===== config.mk =====
export PLATFORM = sky130hd
export DESIGN_NAME = ip_packet_tx
export DESIGN_NICKNAME = d
export VERILOG_FILES = /design/src/rtl/ip_packet_tx.sv
export SDC_FILE = /design/constraint.sdc
export NUM_CORES = 1
export LEC_CHECK = 0
export BUFFER_PORTS_ARGS = -buffer_cell sky130_fd_sc_hd__buf_2
export CORE_UTILIZATION = 50
export DETAILED_ROUTE_END_ITERATION = 6
export HOLD_SLACK_MARGIN = 0.15
export PLACE_DENSITY = 0.71
export SETUP_SLACK_MARGIN = 0.5
export SKIP_LAST_GASP = 1
export SLEW_MARGIN = 10
export SYNTH_ARGS = -nofsm -noshare
export SYNTH_HDL_FRONTEND = slang
export SYNTH_SLANG_ARGS = --single-unit
export TNS_END_PERCENT = 50

===== constraint.sdc =====
create_clock -name ACLK -period 7.8 [get_ports ACLK]
set_clock_uncertainty 0.2 [all_clocks]
set_input_delay 1.56 -clock ACLK [delete_from_list [all_inputs] [get_ports ACLK]]
set_output_delay 1.56 -clock ACLK [all_outputs]
set_load 0.05 [all_outputs]

===== src/rtl/ip_packet_tx.sv =====
// Transmit-side packet builder: wraps one inference result in Ethernet + IPv4
// headers (with computed header checksum) and streams it byte-wise to the MAC.
`timescale 1ns/1ps
module ip_packet_tx #(
  parameter int          PAYLOAD_BYTES = 2,
  parameter logic [7:0]  IP_PROTOCOL   = 8'hFD,
  parameter logic [7:0]  IP_TTL        = 8'h40
) (
  input  logic                       ACLK,
  input  logic                       ARESET,
  input  logic [31:0]                ACCELERATOR_IP_ADDRESS,
  input  logic [47:0]                ACCELERATOR_MAC_ADDRESS,
  input  logic                       TX_VALID,
  output logic                       TX_READY,
  input  logic [31:0]                DST_IP_ADDRESS,
  input  logic [47:0]                DST_MAC_ADDRESS,
  input  logic [PAYLOAD_BYTES*8-1:0] RESULT_DATA,
  output logic                       TX_DONE,
  output logic [7:0]                 MAC_DATA_IN,
  output logic                       MAC_DATA_VALID,
  input  logic                       MAC_DATA_READY,
  output logic                       MAC_DATA_LAST
);

  localparam int         PW        = PAYLOAD_BYTES * 8;
  localparam logic [15:0] TOTAL_LEN = 16'(24 + PAYLOAD_BYTES);
  localparam logic [15:0] CSUM_LAST = 16'd11;
  localparam logic [15:0] ETH_LAST  = 16'd13;
  localparam logic [15:0] IP_LAST   = 16'd23;
  localparam logic [15:0] PAY_LAST  = 16'(PAYLOAD_BYTES - 1);

  typedef enum logic [2:0] {
    IDLE,
    CSUM,
    SEND_ETH_HDR,
    SEND_IP_HDR,
    SEND_PAYLOAD
  } state_t;

  state_t          state_q, state_d;
  logic [15:0]     cnt_q, cnt_d;
  logic [19:0]     sum_q, sum_d;
  logic [15:0]     csum_q, csum_d;
  logic [15:0]     pkt_id_q, pkt_id_d;
  logic [31:0]     dst_ip_q, dst_ip_d;
  logic [47:0]     dst_mac_q, dst_mac_d;
  logic [PW-1:0]   payload_q, payload_d;
  logic            ready_q, ready_d;
  logic            valid_q, valid_d;
  logic [7:0]      data_q, data_d;
  logic            last_q, last_d;
  logic            done_q, done_d;
  logic            beat;

  function automatic logic [7:0] eth_byte(input int idx, input logic [47:0] dmac,
                                          input logic [47:0] smac);
    logic [111:0] hdr;
    hdr = {dmac, smac, 8'h08, 8'h00};
    return 8'(hdr >> (8 * (13 - idx)));
  endfunction

  function automatic logic [7:0] ip_byte(input int idx, input logic [15:0] id,
                                         input logic [15:0] csum, input logic [31:0] sip,
                                         input logic [31:0] dip);
    logic [191:0] hdr;
    hdr = {8'h46, 8'h00, TOTAL_LEN, id, 16'h4000, IP_TTL, IP_PROTOCOL, csum, sip, dip, 32'h0};
    return 8'(hdr >> (8 * (23 - idx)));
  endfunction

  function automatic logic [7:0] pay_byte(input int idx, input logic [PW-1:0] p);
    return 8'(p >> (8 * idx));
  endfunction

  // End-around carry folded twice; 12 words can never need a third fold.
  function automatic logic [15:0] fold_csum(input logic [19:0] s);
    logic [19:0] f;
    f = {4'h0, s[15:0]} + {16'h0, s[19:16]};
    f = {4'h0, f[15:0]} + {16'h0, f[19:16]};
    return ~f[15:0];
  endfunction

  assign beat = valid_q && MAC_DATA_READY;

  always_comb begin
    state_d   = state_q;
    cnt_d     = cnt_q;
    sum_d     = sum_q;
    csum_d    = csum_q;
    pkt_id_d  = pkt_id_q;
    dst_ip_d  = dst_ip_q;
    dst_mac_d = dst_mac_q;
    payload_d = payload_q;
    ready_d   = ready_q;
    valid_d   = valid_q;
    data_d    = data_q;
    last_d    = last_q;
    done_d    = 1'b0;

    case (state_q)
      IDLE: begin
        if (TX_VALID) begin
          dst_ip_d  = DST_IP_ADDRESS;
          dst_mac_d = DST_MAC_ADDRESS;
          payload_d = RESULT_DATA;
          sum_d     = '0;
          cnt_d     = '0;
          ready_d   = 1'b0;
          state_d   = CSUM;
        end
      end
      // Header words are rebuilt from the byte view with the checksum field zeroed.
      CSUM: begin
        sum_d = sum_q + {4'h0,
                         ip_byte(2 * int'(cnt_q), pkt_id_q, 16'h0000,
                                 ACCELERATOR_IP_ADDRESS, dst_ip_q),
                         ip_byte(2 * int'(cnt_q) + 1, pkt_id_q, 16'h0000,
                                 ACCELERATOR_IP_ADDRESS, dst_ip_q)};
        cnt_d = cnt_q + 16'd1;
        if (cnt_q == CSUM_LAST) begin
          csum_d  = fold_csum(sum_d);
          cnt_d   = '0;
          valid_d = 1'b1;
          data_d  = eth_byte(0, dst_mac_q, ACCELERATOR_MAC_ADDRESS);
          state_d = SEND_ETH_HDR;
        end
      end
      SEND_ETH_HDR: begin
        if (beat) begin
          if (cnt_q == ETH_LAST) begin
            cnt_d   = '0;
            data_d  = ip_byte(0, pkt_id_q, csum_q, ACCELERATOR_IP_ADDRESS, dst_ip_q);
            state_d = SEND_IP_HDR;
          end else begin
            cnt_d  = cnt_q + 16'd1;
            data_d = eth_byte(int'(cnt_q) + 1, dst_mac_q, ACCELERATOR_MAC_ADDRESS);
          end
        end
      end
      SEND_IP_HDR: begin
        if (beat) begin
          if (cnt_q == IP_LAST) begin
            cnt_d   = '0;
            data_d  = pay_byte(0, payload_q);
            last_d  = (PAY_LAST == 16'd0);
            state_d = SEND_PAYLOAD;
          end else begin
            cnt_d  = cnt_q + 16'd1;
            data_d = ip_byte(int'(cnt_q) + 1, pkt_id_q, csum_q, ACCELERATOR_IP_ADDRESS,
                             dst_ip_q);
          end
        end
      end
      SEND_PAYLOAD: begin
        if (beat) begin
          if (cnt_q == PAY_LAST) begin
            cnt_d    = '0;
            valid_d  = 1'b0;
            data_d   = 8'h00;
            last_d   = 1'b0;
            done_d   = 1'b1;
            ready_d  = 1'b1;
            pkt_id_d = pkt_id_q + 16'd1;
            state_d  = IDLE;
          end else begin
            cnt_d  = cnt_q + 16'd1;
            data_d = pay_byte(int'(cnt_q) + 1, payload_q);
            last_d = ((cnt_q + 16'd1) == PAY_LAST);
          end
        end
      end
      default: begin
        ready_d = 1'b1;
        valid_d = 1'b0;
        last_d  = 1'b0;
        state_d = IDLE;
      end
    endcase
  end

  always_ff @(posedge ACLK or negedge ARESET) begin
    if (!ARESET) begin
      state_q   <= IDLE;
      cnt_q     <= '0;
      sum_q     <= '0;
      csum_q    <= '0;
      pkt_id_q  <= '0;
      dst_ip_q  <= '0;
      dst_mac_q <= '0;
      payload_q <= '0;
      ready_q   <= 1'b1;
      valid_q   <= 1'b0;
      data_q    <= 8'h00;
      last_q    <= 1'b0;
      done_q    <= 1'b0;
    end else begin
      state_q   <= state_d;
      cnt_q     <= cnt_d;
      sum_q     <= sum_d;
      csum_q    <= csum_d;
      pkt_id_q  <= pkt_id_d;
      dst_ip_q  <= dst_ip_d;
      dst_mac_q <= dst_mac_d;
      payload_q <= payload_d;
      ready_q   <= ready_d;
      valid_q   <= valid_d;
      data_q    <= data_d;
      last_q    <= last_d;
      done_q    <= done_d;
    end
  end

  assign TX_READY       = ready_q;
  assign TX_DONE        = done_q;
  assign MAC_DATA_IN    = data_q;
  assign MAC_DATA_VALID = valid_q;
  assign MAC_DATA_LAST  = last_q;

endmodule

* Word-level counts from Yosys, hierarchy flattened *
Cells that the tools add are included.

word-level totals
  register bits after elaboration = 179
  input port bits = 180
  output and inout port bits = 12

operators by class
  add/subtract/negate cells = 11
  shifts and indexed selects = 5
  reductions and logical operators = 18
  bitwise logic cells = 4
  multiplexer cells = 44
  equal/unequal tests = 17

operator list
  operator                                            number
  >> shifter 191 x 32 -> 8 bit                        3
  two-way mux 16 bit                                  8
  >> shifter 112 x 32 -> 8 bit                        1
  case mux 16 bit (5 select lines)                    1
  two-way mux 8 bit                                   7
  case mux 20 bit (2 select lines)                    1
  adder 16 x 1 -> 16 bit (second input constant)      2
  == test 16 x 1 -> 1 bit (second input constant)     2
  == test 16 x 4 -> 1 bit (second input constant)     2
  case mux 8 bit (4 select lines)                     1
  subtractor 5 x 29 -> 29 bit (first input constant)  1
  subtractor 6 x 29 -> 29 bit (first input constant)  1
  two-way mux 3 bit                                   8
  adder 20 x 16 -> 20 bit                             1
  two-way mux 20 bit                                  1
  >> shifter 16 x 20 -> 8 bit                         1
  subtractor 5 x 18 -> 19 bit (first input constant)  1
  adder 17 x 1 -> 18 bit (second input constant)      1
  subtractor 5 x 17 -> 18 bit (first input constant)  1
  adder 16 x 1 -> 17 bit (second input constant)      1
  adder 16 x 4 -> 17 bit                              1
  adder 16 x 1 -> 16 bit                              1
  == test 16 x 5 -> 1 bit (second input constant)     1
  != test 2 bit (second input constant)               8
  other kinds (19)                                    43

* Depth between registers and ports, before layout *
Gate-level depths: netlist (run 1).

  depth in word-level cells = 7
  depth in mapped cells = 39

* Worst setup path after synthesis (run 1) *
No wires, ideal clock.

  path type = register to register
  start = register cnt_q[10]
  end = register csum_q[12]
  stages on the path, launching flop included = 38
  required time = 7467 ps
  path slack = -206 ps
  setup time = 133 ps
  arrival = 7673 ps
  period minus slack after synthesis = 8006 ps
  buffers on the path = 2
  path through = dfrtp_1 -> clkbuf_1 -> nor4_1 -> nand3_1 -> nor3_2 -> o21ai_0 -> or4_1 -> nor2_1 -> and4_1 -> nand2_1 -> o21ai_0 -> ha_1 -> buf_4 -> o21ai_0 -> a21oi_1 -> a211oi_1 -> o21ai_0 -> a31o_2 -> [2 not listed] -> o21ai_0 -> xnor2_1 -> inv_1 -> fa_1 -> inv_1 -> a21oi_1 -> o21bai_1 -> and2_1 -> nand3_1 -> nor2_1 -> ha_1 -> ha_1 -> and3_1 -> nand2_1 -> or4_1 -> or4_1 -> xnor2_1 -> o21ai_0

on the way
  longest elaborated chain between the ends = 7
  elaborated cells on any way between the ends = 11
  those cells by class = 6 x add/sub; 1 x eq/ne; 2 x shift; 1 x bitwise; 1 x reduce/logical

ends and longest elaborated chain
  what                          line  RTL
  from (decl)                   41    logic [15:0] cnt_q, cnt_d;
  from (signal assigned)        197   cnt_q <= cnt_d;
  adder 17 x 1 -> 18 bit        116   ip_byte(2 * int'(cnt_q) + 1, pkt_id_q, 16'h0000,
  subtractor 5 x 18 -> 19 bit   67    return 8'(hdr >> (8 * (23 - idx)));
  >> shifter 191 x 32 -> 8 bit  67
  adder 20 x 16 -> 20 bit       113   sum_d = sum_q + {4'h0,
  adder 16 x 4 -> 17 bit        77    f = {4'h0, s[15:0]} + {16'h0, s[19:16]};
  adder 16 x 1 -> 16 bit        78    f = {4'h0, f[15:0]} + {16'h0, f[19:16]};
  inverter 16 bit               79    return ~f[15:0];
  to (signal assigned)          199   csum_q <= csum_d;
  to (decl)                     43    logic [15:0] csum_q, csum_d;

Several ways; a longest one is shown, not always the timed one.
A chain may end at the register's enable or synchronous reset.

* Worst setup path after layout (run 1) *
  start = register cnt_q[0]
  end = register sum_q[16]

on the way
  longest elaborated chain between the ends = 5
  elaborated cells on any way between the ends = 7
  those cells by class = 4 x add/sub; 2 x shift; 1 x mux

ends and longest elaborated chain
  what                                  line  RTL
  adder 17 x 1 -> 18 bit                116
  subtractor 5 x 18 -> 19 bit           67
  >> shifter 191 x 32 -> 8 bit          67
  adder 20 x 16 -> 20 bit (*)           113
  case mux 20 bit (2 select lines) (*)  99    case (state_q)
  to (signal assigned)                  198   sum_q <= sum_d;
  to (decl)                             42    logic [19:0] sum_q, sum_d;

Every way passes the cells marked *; elsewhere a longest branch is shown, timed or not.

==> results.ini, run 1 <==
[logic_synthesis]
synth_seq_cells=179
synthCells=1272
netlist_area_mm2=0.0123
synth.avg_cell_area_um2=9.65
synth_edf_count=0
synth_cell_types=83
synth_nets=1489
yosysWarnings=0
synth-async-reset-ratio_pct=100
yosysSeqAreaShare_pct=36.5
synth_flop_cell=dfrtp_1

[worst_setup_path]
r2r_end=sum_q[16]$_DFFE_PN0P_
end_kind=register
path_max_fanout=12
cp.arrival_ns=7.39
worstSetupStartpointType=register
max_stage_delay_ns=0.51
r2r_setup_slack_ns=0.54
worstSetupPathType=reg -> reg
crit-reg2reg-launch=cnt_q[0]$_DFFE_PN0P_
crit_top_cell=buf_4
crit_required_ns=7.94
timing.reg2reg.worst_path_depth=45
cp_slowest_cell=dfrtp_4

[drt]
route.detailed.drc=0
drtAntennaViolNets=0
route.met2.wl_um=18900
wl_um=40100
vias=11500
highest_layer=met4
dr.pass1.iters=6
routed-wl-met3_um=2790
wl_per_cell_um=21.9
vias_per_cell=6.24
drtIter0Drc=955
met1Wirelength_um=17100

[timing]
period_minus_slack_ns=7.26
drv_slew=0
fin_tns_setup_ns=0
hold_violations=0
finalCritPeriodShare_pct=93.1
relSlewSlack_pct=36.2
fmax_mhz=138
worst_slew_pin_slew_ns=0.957
rsz0062_at_grt=yes
finalSetupViolations=0

[grt]
grt_max_degree=76
grt_usage_pct=32.7
antenna_found_initial=1
grt_pass1_wl_um=62100
overflow=0
first_global_vias=11300

[outcome]
status=complete, no violations

[clock_network]
clk_path_buf_depth=2
tritoncts.num_buffers=17
clk_root_buffer_cell=clkbuf_16
clock_latency_ns=0.46
cts_sinks=179
cts_max_level=4
path_clk_slew_ns=0.08
cts_tree=yes

[min_path]
holdPathStages=2
min_path_type=reg -> reg
min_to=csum_q[3]$_DFFE_PN0P_
hold_start=csum_q[3]$_DFFE_PN0P_

[floorplan]
start_util_pct=51.7
dieArea_mm2=0.0252
rows=56
die_w_um=159
fp.dieH_um=159
core-area_mm2=0.0238
ios=192

[placement]
port_buffers=191
placed_area_mm2=0.0138
dp_hpwl_um=28400
place.gp.congestion=0.954

[power_and_ir_drop]
p_leak_nw=6.63
peakVddDrop_mv=0.181
power_density_mw_per_mm2=387
power_mw=5.88

[layout]
multi_input_area_mm2=0.00781
drive_gt1_share_pct=37.0
layout_commonest_cell=buf_2
fillCellCount=1914
final-seq-area_mm2=0.00448
syn2layout_area_growth_pct=24.0
final_cell_mix=190 x buf_2, 177 x dfrtp_1, 121 x nand2_1
final_nets=1719
design_area_mm2=0.0152

[flow_run]
maxCapViolations=0

[synth_stat cells, types with 18 or more instances]
cell,n,area [um^2]
a21oi_1,48,240
a31oi_1,23,144
and3_1,18,113
clkbuf_1,56,210
dfrtp_1,178,4450
ha_1,35,438
inv_1,28,105
mux2_2,106,1190
mux2i_1,41,410
mux4_2,30,676
nand2_1,124,465
nand3_1,58,290
nor2_1,69,259
nor3_1,35,175
o21ai_0,97,485
xnor2_1,48,420
xor2_1,22,193
[state kept, by name (all words and copies together), names as in the netlist]
name and cells:
MAC_DATA_IN 8, sum_q 20, TX_READY 1, pkt_id_q 16
dst_ip_q 32, MAC_DATA_VALID 1, cnt_q 16, csum_q 16
dst_mac_q 48, payload_q 16, state_q 3, TX_DONE 1
MAC_DATA_LAST 1
[kinds of logic (layout without fill, tap and decap cells)]
kind of cell	count (synthesis)	after routing	synth area share, %
other	0	1	0
flip-flops	179	179	36.5
AO/OA/AOI/OAI	310	310	16.7
multiplexers	177	177	18.6
buffers and inverters	111	354	3.74
XOR/XNOR	71	71	5.13
adder cells (fa/ha/maj)	37	37	3.89
AND/OR/NAND/NOR	387	387	15.5
[report_power, final]
part / switching (mW) / internal, mW
logic: 1.99 / 1.49
registers: 0.267 / 1.27
clock network: 0.445 / 0.431
[repair_timing]
item                                    in CTS  in global routing
pin swaps                                   14                 46
buffers inserted                            32                 15
gates resized for setup                     27                 70
gates cloned                                 1                  1
hold buffers                                 0                  0
endpoints found under the hold margin        0                  0
endpoints found under the setup margin       6                 10
[cell type report]
cell class | instances | share of cell area (%)
tap | 319 | 2.62
clock buffer | 18 | 2.82
inverter | 30 | 0.765
timing repair buffer | 292 | 11.9
multi-input combinational | 982 | 51.3
antenna | 1 | 0.0164
clock inverter | 14 | 1.09
sequential | 179 | 29.5
[worst max-delay path: cells and delay by family (launching register included)]
family                     cells  cell delay, ns
buffers and inverters         28            3.48
AOI/OAI and AO/OA             10            1.76
DFF                            1            0.51
adders and majority gates      2            0.41
and+or+nand+nor                3            0.39
muxes                          1            0.28
xor gates and xnor gates       1            0.16
[worst max-delay path by stage]
stage                                   endpoint                       start  slack [ns]  depth (start not counted)
final                      sum_q[16]$_DFFE_PN0P_        cnt_q[0]$_DFFE_PN0P_        0.54                         45
after global routing       sum_q[16]$_DFFE_PN0P_        cnt_q[0]$_DFFE_PN0P_        0.27                         46
after CTS                 csum_q[12]$_DFFE_PN0P_        cnt_q[0]$_DFFE_PN0P_        0.52                         37
after detailed placement  csum_q[12]$_DFFE_PN0P_  ACCELERATOR_IP_ADDRESS[17]       0.006                         32
after global placement    csum_q[12]$_DFFE_PN0P_  ACCELERATOR_IP_ADDRESS[17]        0.10                         32
after floorplan           csum_q[12]$_DFFE_PN0P_        cnt_q[9]$_DFFE_PN0P_        0.49                         36
[metrics by stage]
stage	cells	setup WS [ns]	hold WS, ns	utilization [%]
3_5_place_dp	1753	0.00630	0.280	58.2
6_report	1835	0.541	0.298	64.1
2_1_floorplan	1272	0.489	0.245	-
5_1_grt	1835	0.269	0.321	64.1
4_1_cts	1818	0.516	0.298	62.2
3_3_place_gp	1753	0.103	0.266	58.2
[per-layer routing]
layer / GRT usage (%) / up-vias
met5: 0 / -
met4: 11.5 / 0
met3: 5.44 / 103
met2: 53.4 / 510
met1: 44.0 / 5641
li1: - / 5201
Power figures use the tool's default switching activity.
==> run 2, diff against run 1 <==
--- a/config.mk
+++ b/config.mk
@@ -5,11 +5,13 @@
 export SDC_FILE = /design/constraint.sdc
 export NUM_CORES = 1
 export LEC_CHECK = 0
+export ABC_AREA = 1
+export ABC_CLOCK_PERIOD_IN_PS = 7800
 export BUFFER_PORTS_ARGS = -buffer_cell sky130_fd_sc_hd__buf_2
 export CORE_UTILIZATION = 50
 export DETAILED_ROUTE_END_ITERATION = 6
 export HOLD_SLACK_MARGIN = 0.15
-export PLACE_DENSITY = 0.71
+export PLACE_DENSITY = 0.7
 export SETUP_SLACK_MARGIN = 0.5
 export SKIP_LAST_GASP = 1
 export SLEW_MARGIN = 10
==> run 2 against run 1 <==
Compared with the run above:
- global-route usage grew 3.2 points
- die area grew 3.5%
- via count grew 26%
- cell count grew 37%
- wire length grew 18%
- the run now ends with setup timing left
- sequential power shrank 7%
- first-iteration DRC count grew 74%
- final area grew 4.2%
- largest power group unchanged
- critical endpoint is now csum_q[7]$_DFFE_PN0P_
- flip-flop and latch count is the same
- non-clock buffer count grew 41
- setup slack lost 0.77 ns
- combinational power shrank 20%
==> results.ini, run 2 <==
[outcome]
status=finished, violations left
violations=setup timing

[placement]
dp.cells=2404
port_buffers=191
placed_area_mm2=0.0143
place.gp.congestion=0.985
place_ws_ns=-0.135
dp_hpwl_um=33600

[logic_synthesis]
synth_nets=2113
yosysMostFrequentCell=nand2_1
yosysSeqAreaShare_pct=35.3
synth_area_leaders=dfrtp_1 35%, nand2_1 18%, o21ai_0 7.7%
synth-async-reset-ratio_pct=100
synth_seq_cells=179
synth.avg_cell_area_um2=6.70
synth_flop_cell=dfrtp_1
synth_top_family_by_area=simple AND/OR/NAND/NOR gates
yosysTopAreaCellShare_pct=35.1
synth_fa_ha_area_share_pct=3.76
synth_compound_area_share_pct=17.2
synth_cell_types=57
yosysTopAreaCell=dfrtp_1
synth-simple-area-share_pct=33.0
synth_edf_count=0
synth_mux_area_share_pct=0
synthCells=1896
synthXorXnorAreaFrac_pct=2.27
synth_common_cells=622 x nand2_1, 196 x o21ai_0, 194 x inv_1
yosysWarnings=0
netlist_area_mm2=0.0127

[power_and_ir_drop]
combPwrFrac_pct=54.4
power_density_mw_per_mm2=323
swShare_pct=50.2
power_frac_seq_pct=27.8
p_leak_nw=8.20
power_mw=5.12
peakVddDrop_mv=0.321
power_frac_clock_pct=17.7
p_switching_mw=2.57
internal-power_mw=2.55

[grt]
grt_pass1_wl_um=73300
grt_usage_pct=36.0
antenna_found_initial=2
grt_max_degree=125
overflow=0
first_global_vias=13600

[layout]
reg_top3=dst_mac_q: 48 flops, dst_ip_q: 32 flops, sum_q: 20 flops
layout_commonest_cell=nand2_1
fillCellCount=2274
final_cell_mix=611 x nand2_1, 192 x o21ai_0, 190 x buf_2
regMostFlops=dst_mac_q
multi_input_area_mm2=0.00753
final-seq-area_mm2=0.00449
syn2layout_area_growth_pct=24.8
final_nets=2387
largest_register_ffs=48
fin_cells=2509
design_area_mm2=0.0159
drive_gt1_share_pct=22.2

[worst_setup_path]
worstSetupStartpointType=register
max_stage_delay_ns=0.51
cp_top_family=simple AND/OR/NAND/NOR gates
path_max_fanout=6
end_kind=register
cp_slowest_cell=dfrtp_4
worstSetupPathType=reg -> reg
crit_top_cell=buf_4
crit_buf_inv=17
crit_required_ns=7.93
cp.arrival_ns=8.16

[timing]
drv_slew=0
rsz0062_at_grt=yes
setup_slack_ns=-0.225
finalCritPeriodShare_pct=103
period_minus_slack_ns=8.02
hold_violations=0
finalSetupViolations=10
fmax_mhz=125
relSlewSlack_pct=18.5
fin_tns_setup_ns=-1.27
worst_slew_pin_slew_ns=1.21

[clock_network]
clk_root_buffer_cell=clkbuf_16
path_clk_slew_ns=0.09
cts_max_level=4
cts_tree=yes
cts-hold-fix-buffers=0
cts_sinks=179
tritoncts.num_buffers=17
clk_path_buf_depth=2
clock_latency_ns=0.45

[drt]
wl_um=47100
dr.pass1.iters=7
drtAntennaViolNets=0
drtIter0Drc=1657
vias_per_cell=5.74
vias=14400
route.detailed.drc=0
wl_per_cell_um=18.8

[floorplan]
core-area_mm2=0.0246
dieArea_mm2=0.0261
start_util_pct=51.6
die_w_um=161
rows=57
ios=192
fp.dieH_um=161

[min_path]
min_path_type=reg -> reg

[flow_run]
maxCapViolations=0

## run 2: cell types whose count changed after synthesis, moves of 22 or more
cell / change
o22ai_1: +27
nand2_1: +498
mux4_2: -30
mux2_2: -106
nand4_1: +22
o21ai_0: +99
mux2i_1: -41
inv_1: +166
nor2_1: +57
a21oi_1: +29
nand3_1: +74
xnor2_1: -40
## run 2: layout make-up
cell class | instances | share of cell area (%)
Clock inverter | 15 | 1.15
Timing Repair Buffer | 333 | 13.0
Clock buffer | 17 | 2.68
Tap cell | 324 | 2.56
Multi-Input combinational cell | 1440 | 47.5
Inverter | 199 | 4.75
Antenna cell | 2 | 0.0316
Sequential cell | 179 | 28.3
## run 2: logic make-up (layout without fill, tap and decap cells)
| kind of cell | Yosys count | after routing |
|---|---|---|
| other | 0 | 2 |
| XOR/XNOR | 33 | 33 |
| AO/OA/AOI/OAI | 385 | 385 |
| flip-flops | 179 | 179 |
| adder cells (fa/ha/maj) | 37 | 37 |
| AND/OR/NAND/NOR | 985 | 985 |
| buffers and inverters | 277 | 564 |
## run 2: repair_timing
| item | 4_1_cts | 5_1_grt |
|---|---|---|
| setup buffers | 55 | 16 |
| setup endpoints to repair | 10 | 14 |
| resized for setup | 52 | 51 |
| pin swaps | 21 | 44 |
## run 2: worst paths after layout
check | from | end | slack, ns | cells past startpoint
worst max-delay path | cnt_q[0]$_DFFE_PN0P_ | csum_q[7]$_DFFE_PN0P_ | -0.22 | 56
worst min-delay path | dst_mac_q[34]$_DFFE_PN0P_ | dst_mac_q[34]$_DFFE_PN0P_ | 0.28 | 2
max in group asynchronous | ARESET | cnt_q[5]$_DFFE_PN0P_ | 5.11 | 2
worst min register to register | dst_mac_q[34]$_DFFE_PN0P_ | dst_mac_q[34]$_DFFE_PN0P_ | 0.28 | 2
worst max register to register | cnt_q[0]$_DFFE_PN0P_ | csum_q[7]$_DFFE_PN0P_ | -0.22 | 56
min in group asynchronous | ARESET | MAC_DATA_VALID$_DFFE_PN0P_ | 0.90 | 1
## run 2: layer usage
layer / vias to the layer above / track usage [%] / share of wire (%)
li1: 6802 / - / -
met1: 6660 / 51.7 / 43
met2: 821 / 54.8 / 44
met3: 120 / 5.16 / 9.2
met4: 0 / 13.3 / 3.6
met5: - / 0 / 0
## run 2: per-stage QoR
stage               util [%]  hold slack [ns]
floorplan                  -            0.244
global placement        58.1            0.257
detailed placement      58.1            0.262
CTS                     63.2            0.281
global route            64.4            0.290
finish                  64.4            0.280
## run 2: power by group through the flow
| stage | clock network (mW) | registers [mW] | logic [mW] |
|---|---|---|---|
| after floorplan | 0 | 1.46 | 1.70 |
| after global routing | 0.948 | 1.46 | 3.05 |
| after CTS | 0.916 | 1.42 | 2.65 |
| final | 0.908 | 1.42 | 2.79 |
| after global placement | 0 | 1.42 | 2.54 |
| after detailed placement | 0 | 1.43 | 2.56 |
## run 2: worst reg2reg max path: cells and delay by family (launching register included)
kind                     cells  cell delay, ns
buffers and inverters       17            1.79
flip-flops                   1            0.51
adder cells (fa/ha/maj)      4            1.13
XOR/XNOR                     1            0.18
AO/OA/AOI/OAI                8            1.06
AND/OR/NAND/NOR             26            3.04
==> run 3, diff against run 2 <==
--- a/config.mk
+++ b/config.mk
@@ -12,6 +12,7 @@
 export DETAILED_ROUTE_END_ITERATION = 6
 export HOLD_SLACK_MARGIN = 0.15
 export PLACE_DENSITY = 0.7
+export REMOVE_ABC_BUFFERS = 1
 export SETUP_SLACK_MARGIN = 0.5
 export SKIP_LAST_GASP = 1
 export SLEW_MARGIN = 10
==> run 3 against run 2 <==
Compared with the run above:
- the flow still finishes with violations (setup timing)
- global-route usage is 0.86 points higher
- via count is 1.9% higher
- first-iteration DRC count is 7.6% higher
- sequential share of layout area is 1.2 points lower
- non-clock buffer count is 61 higher
- combinational power is 8.6% higher
- largest cell class unchanged
- highest routed layer unchanged
==> results.ini, run 3 (synthesized netlist as in run 2, its figures left out) <==
[timing]
hold_violations=0
setup_slack_ns=-0.187
fin_tns_setup_ns=-0.225
relSlewSlack_pct=19.0
period_minus_slack_ns=7.99
worst_slew_pin_slew_ns=1.21
drv_slew=0
finalSetupViolations=4
fmax_mhz=125
finalCritPeriodShare_pct=102
rsz0062_at_grt=yes

[grt]
antenna_found_initial=3
grt_pass1_wl_um=74300
overflow=0
first_global_vias=13700
grt_usage_pct=36.8
grt_max_degree=136

[worst_setup_path]
crit_required_ns=7.97
r2r_end=csum_q[3]$_DFFE_PN0P_
max_stage_delay_ns=0.52
crit-reg2reg-launch=cnt_q[0]$_DFFE_PN0P_
path_max_fanout=5
worstSetupPathType=reg -> reg
cp.arrival_ns=8.16
timing.reg2reg.worst_path_depth=55
cp_slowest_cell=dfrtp_4
r2r_setup_slack_ns=-0.19
end_kind=register
worstSetupStartpointType=register
crit_top_cell=buf_6

[power_and_ir_drop]
p_leak_nw=8.55
power_density_mw_per_mm2=325
peakVddDrop_mv=0.222

[clock_network]
cts_tree=yes
clk_root_buffer_cell=clkbuf_16
tritoncts.num_buffers=17
clock_latency_ns=0.45
clk_path_buf_depth=2
cts_sinks=179
cts_max_level=4
path_clk_slew_ns=0.08
cts-hold-fix-buffers=0

[layout]
fillCellCount=2223
fin_util_pct=67.3
final-seq-area_mm2=0.00448
drive_gt1_share_pct=24.9
design_area_mm2=0.0166
regMostFlops=dst_mac_q
multi_input_area_mm2=0.00771
final_nets=2448
largest_register_ffs=48
syn2layout_area_growth_pct=30.2
final_cell_mix=609 x nand2_1, 190 x buf_2, 189 x o21ai_0
layout_commonest_cell=nand2_1
reg_top3=dst_mac_q: 48 flops, dst_ip_q: 32 flops, sum_q: 20 flops

[drt]
drtIter0Drc=1783
dr.pass1.iters=5
route.detailed.drc=0
wl_um=48800
drtAntennaViolNets=0
vias=14700
vias_per_cell=5.71
wl_per_cell_um=19.0

[outcome]
violations=setup timing
status=finished, violations left

[floorplan]
fp.dieH_um=161
start_util_pct=51.6
dieArea_mm2=0.0261
ios=192
die_w_um=161
core-area_mm2=0.0246
rows=57

[placement]
place_ws_ns=-0.178
dp_hpwl_um=34800
placed_area_mm2=0.0148
port_buffers=191
place.gp.congestion=1.02

[min_path]
hold_start=dst_mac_q[22]$_DFFE_PN0P_
min_to=dst_mac_q[22]$_DFFE_PN0P_
min_path_type=reg -> reg
holdPathStages=2

[flow_run]
maxCapViolations=0

-- run 3: changes by cell type in the layout (fill, tap and decap cells not counted), sizes merged --
| cell | previous run | this run |
|---|---|---|
| buf | 333 | 394 |
| clkinv | 10 | 8 |
| bufinv | 0 | 1 |
| diode | 2 | 3 |
| inv | 203 | 204 |
-- run 3: per-layer routing --
metal,global-route usage [%],vias up,wire length (um)
met3,6.73,105,4630
met5,0,-,0
li1,-,6902,-
met2,56.1,769,21600
met1,52.8,6899,21100
met4,11.6,0,1430
-- run 3: layout make-up --
| class | instances | share of cell area, % |
|---|---|---|
| Timing Repair Buffer | 394 | 15.6 |
| Antenna cell | 3 | 0.0454 |
| Clock inverter | 15 | 1.13 |
| Tap cell | 324 | 2.45 |
| Sequential cell | 179 | 27.1 |
| Inverter | 199 | 4.56 |
| Multi-Input combinational cell | 1440 | 46.6 |
| Clock buffer | 17 | 2.57 |
-- run 3: worst max-delay path by stage --
| stage | cells past startpoint | to | from | slack (ns) |
|---|---|---|---|---|
| 2_1_floorplan | 45 | csum_q[15]$_DFFE_PN0P_ | cnt_q[0]$_DFFE_PN0P_ | -1.21 |
| 3_3_place_gp | 46 | csum_q[15]$_DFFE_PN0P_ | ACCELERATOR_IP_ADDRESS[4] | 0.001 |
| 3_5_place_dp | 46 | csum_q[15]$_DFFE_PN0P_ | ACCELERATOR_IP_ADDRESS[4] | -0.18 |
| 4_1_cts | 58 | csum_q[3]$_DFFE_PN0P_ | cnt_q[0]$_DFFE_PN0P_ | 0.27 |
| 5_1_grt | 56 | csum_q[3]$_DFFE_PN0P_ | cnt_q[0]$_DFFE_PN0P_ | -0.47 |
| 6_report | 55 | csum_q[3]$_DFFE_PN0P_ | cnt_q[0]$_DFFE_PN0P_ | -0.19 |
-- run 3: critical path: cells and delay by family (launching register included) --
| kind | cells | cell delay (ns) |
|---|---|---|
| buf+inv | 22 | 1.95 |
| compound gates | 9 | 1.55 |
| flops | 1 | 0.52 |
| xor+xnor | 1 | 0.17 |
| fa+ha+maj | 5 | 1.33 |
| simple gates | 18 | 2.17 |
-- run 3: where the power goes --
group / switching [mW] / leakage (nW) / total [mW] / internal, mW
clock: 0.459 / 0.297 / 0.923 / 0.463
sequential: 0.181 / 2.24 / 1.42 / 1.24
combinational: 2.02 / 6.01 / 3.03 / 1.02
-- run 3: what timing repair did --
item | 4_1_cts | 5_1_grt
resized for setup | 73 | 74
endpoints found under the setup margin | 11 | 13
endpoints found under the hold margin | 0 | 0
buffers inserted | 55 | 13
pin swaps | 25 | 54
-- run 3: per-stage QoR --
step	hold WS, ns	std cells	total power, mW
global placement	0.256	2468	4.07
CTS	0.280	2555	5.17
floorplan	0.244	1818	3.10
finish	0.277	2571	5.38
global route	0.298	2570	5.69
detailed placement	0.260	2468	4.09
